$ cat src/rtl/wb_arbiter_n_pkg.sv
// Shared types and the winner-selection helper for the N-master Wishbone arbiter.
package wb_arb_pkg;

    localparam int MAX_M = 8;

    typedef enum logic [0:0] {
        IDLE  = 1'b0,
        GRANT = 1'b1
    } arb_state_t;

    // Unused request bits above NUM_M are zero, so wrapping modulo MAX_M gives
    // the same winner as wrapping modulo NUM_M whenever ptr < NUM_M.
    function automatic logic [2:0] rr_pick(input logic [MAX_M-1:0] req,
                                           input logic [2:0]       ptr,
                                           input logic             mode);
        logic [2:0] start;
        logic [2:0] idx;
        logic [2:0] win;
        logic       found;
        start = mode ? ptr : 3'd0;
        win   = 3'd0;
        found = 1'b0;
        for (int k = 0; k < MAX_M; k++) begin
            idx = start + 3'(k);
            if (!found && req[idx]) begin
                win   = idx;
                found = 1'b1;
            end
        end
        return win;
    endfunction

endpackage

$ cat src/rtl/wb_arbiter_n_if.sv
// Wishbone bundle between the L1 requesters, the arbiter and the shared L2 slave.
interface wb_arbiter_n_if #(
    parameter int NUM_M  = 2,
    parameter int ADDR_W = 12,
    parameter int DATA_W = 128,
    parameter int SEL_W  = DATA_W / 8
);
    logic [NUM_M-1:0]        m_cyc;
    logic [NUM_M-1:0]        m_stb;
    logic [NUM_M-1:0]        m_we;
    logic [NUM_M*ADDR_W-1:0] m_adr;
    logic [NUM_M*SEL_W-1:0]  m_sel;
    logic [NUM_M*DATA_W-1:0] m_dat_w;
    logic [DATA_W-1:0]       m_dat_r;
    logic [NUM_M-1:0]        m_ack;
    logic [NUM_M-1:0]        m_rty;
    logic                    s_cyc;
    logic                    s_stb;
    logic                    s_we;
    logic [ADDR_W-1:0]       s_adr;
    logic [SEL_W-1:0]        s_sel;
    logic [DATA_W-1:0]       s_dat_w;
    logic [DATA_W-1:0]       s_dat_r;
    logic                    s_ack;
    logic                    s_rty;

    // slave: the arbiter, which serves the L1 masters and drives the L2 side
    modport slave (
        input  m_cyc, m_stb, m_we, m_adr, m_sel, m_dat_w,
        output m_dat_r, m_ack, m_rty,
        output s_cyc, s_stb, s_we, s_adr, s_sel, s_dat_w,
        input  s_dat_r, s_ack, s_rty
    );

    modport master (
        output m_cyc, m_stb, m_we, m_adr, m_sel, m_dat_w,
        input  m_dat_r, m_ack, m_rty,
        input  s_cyc, s_stb, s_we, s_adr, s_sel, s_dat_w,
        output s_dat_r, s_ack, s_rty
    );
endinterface

$ cat src/rtl/wb_arbiter_n_pick.sv
// Combinational winner picker: lowest index in fixed mode, first at/after ptr in round-robin.
module wb_arb_pick
    import wb_arb_pkg::*;
#(
    parameter int NUM_M = 2
) (
    input  logic [NUM_M-1:0] req,
    input  logic [2:0]       ptr,
    input  logic             mode_rr,
    output logic [2:0]       win,
    output logic             any
);
    logic [MAX_M-1:0] req_pad;

    always_comb begin
        req_pad              = '0;
        req_pad[NUM_M-1:0]   = req;
    end

    assign win = rr_pick(req_pad, ptr, mode_rr);
    assign any = |req;

endmodule

$ cat src/rtl/wb_arbiter_n.sv
// N-master to 1-slave Wishbone arbiter between the L1 caches and the shared L2.
// state | meaning
// IDLE  | no slave cycle; arbitrate among pending requests
// GRANT | gnt_idx owns the slave until ack, retry or request drop
module wb_arbiter_n
    import wb_arb_pkg::*;
#(
    parameter int NUM_M  = 2,
    parameter int ADDR_W = 12,
    parameter int DATA_W = 128,
    parameter int SEL_W  = DATA_W / 8,
    parameter int CNT_W  = 16
) (
    input  logic                   CLK,
    input  logic                   RST_N,
    input  logic                   mode_rr,
    wb_arbiter_n_if.slave          bus,
    output logic [NUM_M*CNT_W-1:0] gnt_cnt,
    output logic                   busy
);
    localparam logic [2:0] LAST_IDX = 3'(NUM_M - 1);

    arb_state_t        state;
    logic [2:0]        gnt_idx;
    logic [2:0]        rr_ptr;
    logic [2:0]        win;
    logic              any_req;
    logic              granted;
    logic              gnt_req;
    logic [NUM_M-1:0]  req;
    logic [MAX_M-1:0]  req_pad;
    logic [MAX_M-1:0]  we_arr;
    logic [ADDR_W-1:0] adr_arr [MAX_M];
    logic [SEL_W-1:0]  sel_arr [MAX_M];
    logic [DATA_W-1:0] dat_arr [MAX_M];
    logic [CNT_W-1:0]  cnt     [NUM_M];

    assign req = bus.m_cyc & bus.m_stb;

    wb_arb_pick #(.NUM_M(NUM_M)) u_pick (
        .req     (req),
        .ptr     (rr_ptr),
        .mode_rr (mode_rr),
        .win     (win),
        .any     (any_req)
    );

    // Pad per-master fields to MAX_M entries so a 3-bit gnt_idx indexes them cleanly.
    always_comb begin
        req_pad = '0;
        we_arr  = '0;
        for (int i = 0; i < MAX_M; i++) begin
            adr_arr[i] = '0;
            sel_arr[i] = '0;
            dat_arr[i] = '0;
        end
        for (int i = 0; i < NUM_M; i++) begin
            req_pad[i] = req[i];
            we_arr[i]  = bus.m_we[i];
            adr_arr[i] = bus.m_adr[i*ADDR_W +: ADDR_W];
            sel_arr[i] = bus.m_sel[i*SEL_W +: SEL_W];
            dat_arr[i] = bus.m_dat_w[i*DATA_W +: DATA_W];
        end
    end

    assign granted     = (state == GRANT);
    assign gnt_req     = req_pad[gnt_idx];
    assign busy        = granted;
    assign bus.s_cyc   = granted;
    assign bus.s_stb   = granted;
    assign bus.s_we    = granted & we_arr[gnt_idx];
    assign bus.s_adr   = granted ? adr_arr[gnt_idx] : '0;
    assign bus.s_sel   = granted ? sel_arr[gnt_idx] : '0;
    assign bus.s_dat_w = granted ? dat_arr[gnt_idx] : '0;
    assign bus.m_dat_r = bus.s_dat_r;

    always_comb begin
        bus.m_ack = '0;
        bus.m_rty = '0;
        for (int i = 0; i < NUM_M; i++) begin
            bus.m_ack[i] = granted && (gnt_idx == 3'(i)) && bus.s_ack;
            bus.m_rty[i] = granted && (gnt_idx == 3'(i)) && bus.s_rty;
        end
    end

    always_comb begin
        for (int i = 0; i < NUM_M; i++) begin
            gnt_cnt[i*CNT_W +: CNT_W] = cnt[i];
        end
    end

    // Ack wins over a simultaneous request drop; retry and abort leave counters and rr_ptr alone.
    always_ff @(posedge CLK) begin
        if (!RST_N) begin
            state   <= IDLE;
            gnt_idx <= 3'd0;
            rr_ptr  <= 3'd0;
            for (int i = 0; i < NUM_M; i++) begin
                cnt[i] <= '0;
            end
        end else begin
            case (state)
                IDLE: begin
                    if (any_req) begin
                        gnt_idx <= win;
                        state   <= GRANT;
                    end
                end
                GRANT: begin
                    if (bus.s_ack) begin
                        state  <= IDLE;
                        rr_ptr <= (gnt_idx == LAST_IDX) ? 3'd0 : gnt_idx + 3'd1;
                        for (int i = 0; i < NUM_M; i++) begin
                            if ((gnt_idx == 3'(i)) && (cnt[i] != '1)) begin
                                cnt[i] <= cnt[i] + 1'b1;
                            end
                        end
                    end else if (bus.s_rty || !gnt_req) begin
                        state <= IDLE;
                    end
                end
                default: state <= IDLE;
            endcase
        end
    end

endmodule

$ cat src/flat_wrapper.sv
// flat-port wrapper written by rule: the top's interface ports become plain ports
module wb_arbiter_n_flat import wb_arb_pkg::*;
#(
    parameter int NUM_M  = 2,
    parameter int ADDR_W = 12,
    parameter int DATA_W = 128,
    parameter int SEL_W  = DATA_W / 8,
    parameter int CNT_W  = 16
)
  (CLK, RST_N, mode_rr, gnt_cnt, busy, bus_m_cyc, bus_m_stb, bus_m_we, bus_m_adr, bus_m_sel, bus_m_dat_w, bus_m_dat_r, bus_m_ack, bus_m_rty, bus_s_cyc, bus_s_stb, bus_s_we, bus_s_adr, bus_s_sel, bus_s_dat_w, bus_s_dat_r, bus_s_ack, bus_s_rty);
  wb_arbiter_n_if #(.NUM_M(NUM_M), .ADDR_W(ADDR_W), .DATA_W(DATA_W), .SEL_W(SEL_W)) bus_i ();
  input  logic CLK;
  input  logic RST_N;
  input  logic mode_rr;
  output logic [NUM_M*CNT_W-1:0] gnt_cnt;
  output logic busy;
  input wire logic [$bits(bus_i.m_cyc)-1:0] bus_m_cyc;
  input wire logic [$bits(bus_i.m_stb)-1:0] bus_m_stb;
  input wire logic [$bits(bus_i.m_we)-1:0] bus_m_we;
  input wire logic [$bits(bus_i.m_adr)-1:0] bus_m_adr;
  input wire logic [$bits(bus_i.m_sel)-1:0] bus_m_sel;
  input wire logic [$bits(bus_i.m_dat_w)-1:0] bus_m_dat_w;
  output wire logic [$bits(bus_i.m_dat_r)-1:0] bus_m_dat_r;
  output wire logic [$bits(bus_i.m_ack)-1:0] bus_m_ack;
  output wire logic [$bits(bus_i.m_rty)-1:0] bus_m_rty;
  output wire logic [$bits(bus_i.s_cyc)-1:0] bus_s_cyc;
  output wire logic [$bits(bus_i.s_stb)-1:0] bus_s_stb;
  output wire logic [$bits(bus_i.s_we)-1:0] bus_s_we;
  output wire logic [$bits(bus_i.s_adr)-1:0] bus_s_adr;
  output wire logic [$bits(bus_i.s_sel)-1:0] bus_s_sel;
  output wire logic [$bits(bus_i.s_dat_w)-1:0] bus_s_dat_w;
  input wire logic [$bits(bus_i.s_dat_r)-1:0] bus_s_dat_r;
  input wire logic [$bits(bus_i.s_ack)-1:0] bus_s_ack;
  input wire logic [$bits(bus_i.s_rty)-1:0] bus_s_rty;
  assign bus_i.m_cyc = bus_m_cyc;
  assign bus_i.m_stb = bus_m_stb;
  assign bus_i.m_we = bus_m_we;
  assign bus_i.m_adr = bus_m_adr;
  assign bus_i.m_sel = bus_m_sel;
  assign bus_i.m_dat_w = bus_m_dat_w;
  assign bus_m_dat_r = bus_i.m_dat_r;
  assign bus_m_ack = bus_i.m_ack;
  assign bus_m_rty = bus_i.m_rty;
  assign bus_s_cyc = bus_i.s_cyc;
  assign bus_s_stb = bus_i.s_stb;
  assign bus_s_we = bus_i.s_we;
  assign bus_s_adr = bus_i.s_adr;
  assign bus_s_sel = bus_i.s_sel;
  assign bus_s_dat_w = bus_i.s_dat_w;
  assign bus_i.s_dat_r = bus_s_dat_r;
  assign bus_i.s_ack = bus_s_ack;
  assign bus_i.s_rty = bus_s_rty;
  wb_arbiter_n #(.NUM_M(NUM_M), .ADDR_W(ADDR_W), .DATA_W(DATA_W), .SEL_W(SEL_W), .CNT_W(CNT_W)) u_core (.CLK(CLK), .RST_N(RST_N), .mode_rr(mode_rr), .bus(bus_i), .gnt_cnt(gnt_cnt), .busy(busy));
endmodule
$ cat config.mk
export PLATFORM = sky130hd
export DESIGN_NAME = wb_arbiter_n_flat
export DESIGN_NICKNAME = d
export VERILOG_FILES = /design/src/rtl/wb_arbiter_n_pkg.sv /design/src/rtl/wb_arbiter_n_if.sv /design/src/rtl/wb_arbiter_n_pick.sv /design/src/rtl/wb_arbiter_n.sv /design/src/flat_wrapper.sv
export SDC_FILE = /design/constraint.sdc
export NUM_CORES = 1
export LEC_CHECK = 0
export ABC_AREA = 1
export BUFFER_PORTS_ARGS = -buffer_cell sky130_fd_sc_hd__buf_4
export CAP_MARGIN = 20
export CORE_AREA = 2 2 299 301
export DETAILED_ROUTE_END_ITERATION = 7
export DIE_AREA = 0 0 301 303
export SETUP_SLACK_MARGIN = 0.2
export SLEW_MARGIN = 15
export SYNTH_ARGS = -nofsm -noshare
export SYNTH_HDL_FRONTEND = slang
export SYNTH_SLANG_ARGS = --single-unit
$ cat constraint.sdc
create_clock -name CLK -period 4.02 [get_ports CLK]
set_input_delay 0.603 -clock CLK [delete_from_list [all_inputs] [get_ports CLK]]
set_output_delay 0.603 -clock CLK [all_outputs]
set_load 0.05 [all_outputs]
==> results by group <==
Min path
  • Hold Path End: u_core.gnt_idx[2]
  • Hold Path Depth: 2
  • Hold path startpoint: u_core.gnt_idx[2]
  • Hold WC Path Type: register to register

Final layout
  • Nets: 1,429
  • Final Util: 10.9%
  • Share of layout cells above drive strength 1: 58.8%
  • Area delta synth->final: 85.7%

Worst setup path
  • Required @ worst endpoint: 3.42 ns
  • Largest delay share family, worst path: buffers and inverters
  • CP max stage delay: 0.46 ns
  • Crit-path slowest cell: dfxtp_1
  • Worst R2R End: u_core.cnt[0][8]
  • Worst endpoint data arrival time: 2.48 ns
  • Worst R2R Setup Slack: 1.53 ns
  • Crit. End Element: primary output
  • Cell breakdown of the critical path: inv_1, nor2_4, nand2_1, inv_6, buf_12, a32o_1, buf_4
  • Crit path max fanout: 53
  • Worst Path Buf+Inv: 4
  • Reg2reg start: u_core.bus.s_cyc
  • R2R cell count: 7
  • Startpoint Class: register
  • CP Class: register to primary output

GRT
  • First-pass GRT wire length: 73,600 µm
  • Vias in the first global route: 6,534
  • Overall fraction of global-route tracks in use: 12.8%
  • Largest net degree at the start of global routing: 97
  • Antenna violations before repair: 9
  • Grt total ovfl: 0

Floorplan
  • Horiz. Die Dim: 301 µm
  • Initial Util: 5.89%
  • Std-Cell Rows: 109
  • Core footprint: 88,000 µm²
  • Die area: 91,200 µm²
  • Die extent in y: 303 µm
  • I/O pin count: 775

STA
  • Max_slew headroom: 48.4%
  • Final min period: 3.08 ns
  • Final Hold Viols: 0
  • Setup Viol. Count Final: 0
  • Worst Skew: 0.00876 ns
  • RSZ-0062 raised after global routing: no
  • Setup TNS: 0 ns
  • Slew @ Worst Pin: 0.772 ns
  • Crit share post-route: 76.7%
  • Fmax: 324 MHz
  • Max Slew Vio Count: 0

Yosys
  • Post-Syn Nets: 1,078
  • Count of warnings emitted by yosys: 0
  • Yosys reg bits: 39
  • Area leader, netlist: a32o_1
  • Syn_area_per_cell: 8.30 µm²
  • Largest cells by area after synthesis: a32o_1 30%, buf_4 19%, edfxtp_1 19%
  • Top-area cell type share of the netlist area: 30.3%
  • Syn Std Cell Area: 5180 µm²
  • Synth cell types: 29
  • Sequential area share after synthesis: 21.3%
  • Cells after Synth: 624

Routing
  • Post-route ant nets: 0
  • Final WL: 62,300 µm
  • DRC viols: 0
  • Drt wl/cell: 29.0 µm
  • Met1 WL: 23,000 µm
  • DR vias: 6,723
  • DRT iter0 DRCs: 594
  • Met3 WL: 13,400 µm
  • Via-per-instance ratio: 3.13
  • Met2 wire length: 24,100 µm
  • Top Metal Used: met5
  • DRT Pass-1 Iters: 5

Flow run
  • Number of max-cap violations: 0

Clock tree
  • H-Tree Depth: 2
  • Clock Sinks: 39
  • Clock slew at reported path FFs: 0.07 ns
  • Root buffer cell: clkbuf_16
  • Maximum clock path buffer count: 2
  • CTS tree: done
  • Total CTS buffers: 5
  • Clock Latency Late Sink: 0.30 ns
  • Setup bufs post-CTS: 0
  • Number of hold buffers added after cts: 0
  • Post-CTS sizing: 0

Pwr
  • Design Power: 2.26 mW
  • Logic pwr share: 57.3%
  • Leak Pwr: 4.00 nW
  • Power density over cell area: 235 nW/µm²
  • Pint: 1.19 mW
  • Power share of the sequential group: 21.4%
  • P_sw: 1.07 mW
  • Sw Ratio: 47.3%
  • Peak VDD IR: 0.169 mV
  • Clock share of power: 21.3%

Place
  • Gp weighted congestion: 0.894
  • Buffers on Ports: 518
  • Post-DP HPWL: 56,000 µm

Status
  • Status: finished clean
## worst min-delay path: cells and delay by family, from the launching register on
family	cells	cell delay, ns
DFF	1	0.37
and+or+nand+nor	2	0.12
## per-layer routing
layer / vias up / GRT usage (%)
met5: - / 0.362
li1: 2922 / -
met2: 650 / 17.5
met4: 4 / 3.49
met3: 39 / 11.8
met1: 3108 / 14.1
## sequential cells by signal, summed over array words and instances (netlist names)
| signal | count |
|---|---|
| u_core.gnt_idx | 3 |
| u_core.cnt | 32 |
| u_core.bus.s_cyc | 1 |
| u_core.rr_ptr | 3 |
## cells in the final DEF (no fill, tap or decap), drive strengths merged
cell type	count
xor2	14
or2	1
nand4	5
dfxtp	7
nor3	2
nand2	58
inv	38
clkbuf	7
xnor2	13
nor4	1
nor2	71
o21ai	5
nand3	23
ha	3
diode	7
a32o	157
nor3b	1
edfxtp	32
and3	1
a21oi	7
buf	529
o21a	1
## per-stage QoR
stage / hold slack, ns / instances / worst slack [ns] / cell area, µm²
final: 0.525 / 2148 / 0.937 / 9620
after global routing: 0.548 / 2146 / 0.818 / 9620
after CTS: 0.522 / 2141 / 0.927 / 9600
after detailed placement: 0.512 / 2133 / 1.27 / 9430
after global placement: 0.513 / 2133 / 1.26 / 9430
after floorplan: 0.477 / 624 / 1.31 / 5180
## cell families after synthesis
kind of cell	share of synthesized area, %
compound gates	31.8
xor+xnor	4.57
fa+ha+maj	0.725
buf+inv	26.6
flops	21.3
simple gates	15.1
## cell usage after synthesis
cell,instances
a21oi_1,7
a32o_1,157
and3_1,1
buf_1,3
buf_2,20
buf_4,130
buf_6,1
buf_8,2
clkbuf_1,29
dfxtp_1,7
edfxtp_1,32
ha_1,3
inv_1,37
nand2_1,55
nand2_2,3
nand3_1,20
nand3_2,3
nand4_1,5
nor2_1,44
nor2_2,23
nor2_4,4
nor3_1,2
nor3b_2,1
nor4_1,1
o21a_4,1
o21ai_0,5
or2_2,1
xnor2_1,13
xor2_1,14
## how the worst max path moves through the flow
stage	slack (ns)	cells after the start	start	to
2_1_floorplan	1.31	6	u_core.bus.s_cyc	u_core.cnt[0][0]
3_3_place_gp	1.26	7	u_core.bus.s_cyc	bus_s_dat_w[2]
3_5_place_dp	1.27	7	u_core.bus.s_cyc	bus_s_dat_w[2]
4_1_cts	0.93	7	u_core.bus.s_cyc	bus_s_dat_w[2]
5_1_grt	0.82	7	u_core.bus.s_cyc	bus_s_dat_w[2]
6_report	0.94	7	u_core.bus.s_cyc	bus_s_dat_w[2]
## layout make-up
class,count,area (µm²)
Antenna cell,7,17.5
Clock buffer,7,164
Clock inverter,1,8.76
Fill cell,10226,78300
Inverter,37,144
Multi-Input combinational cell,363,2710
Sequential cell,39,1100
Tap cell,1165,1460
Timing Repair Buffer,529,4020
## power groups by stage
stage	combinational (mW)	clock (mW)	sequential (mW)
floorplan	0.922	0	0.543
global placement	1.33	0	0.492
detailed placement	1.32	0	0.492
CTS	1.33	0.485	0.484
global route	1.38	0.498	0.487
finish	1.29	0.481	0.484
Note: power is estimated with default switching activity, not from simulation.
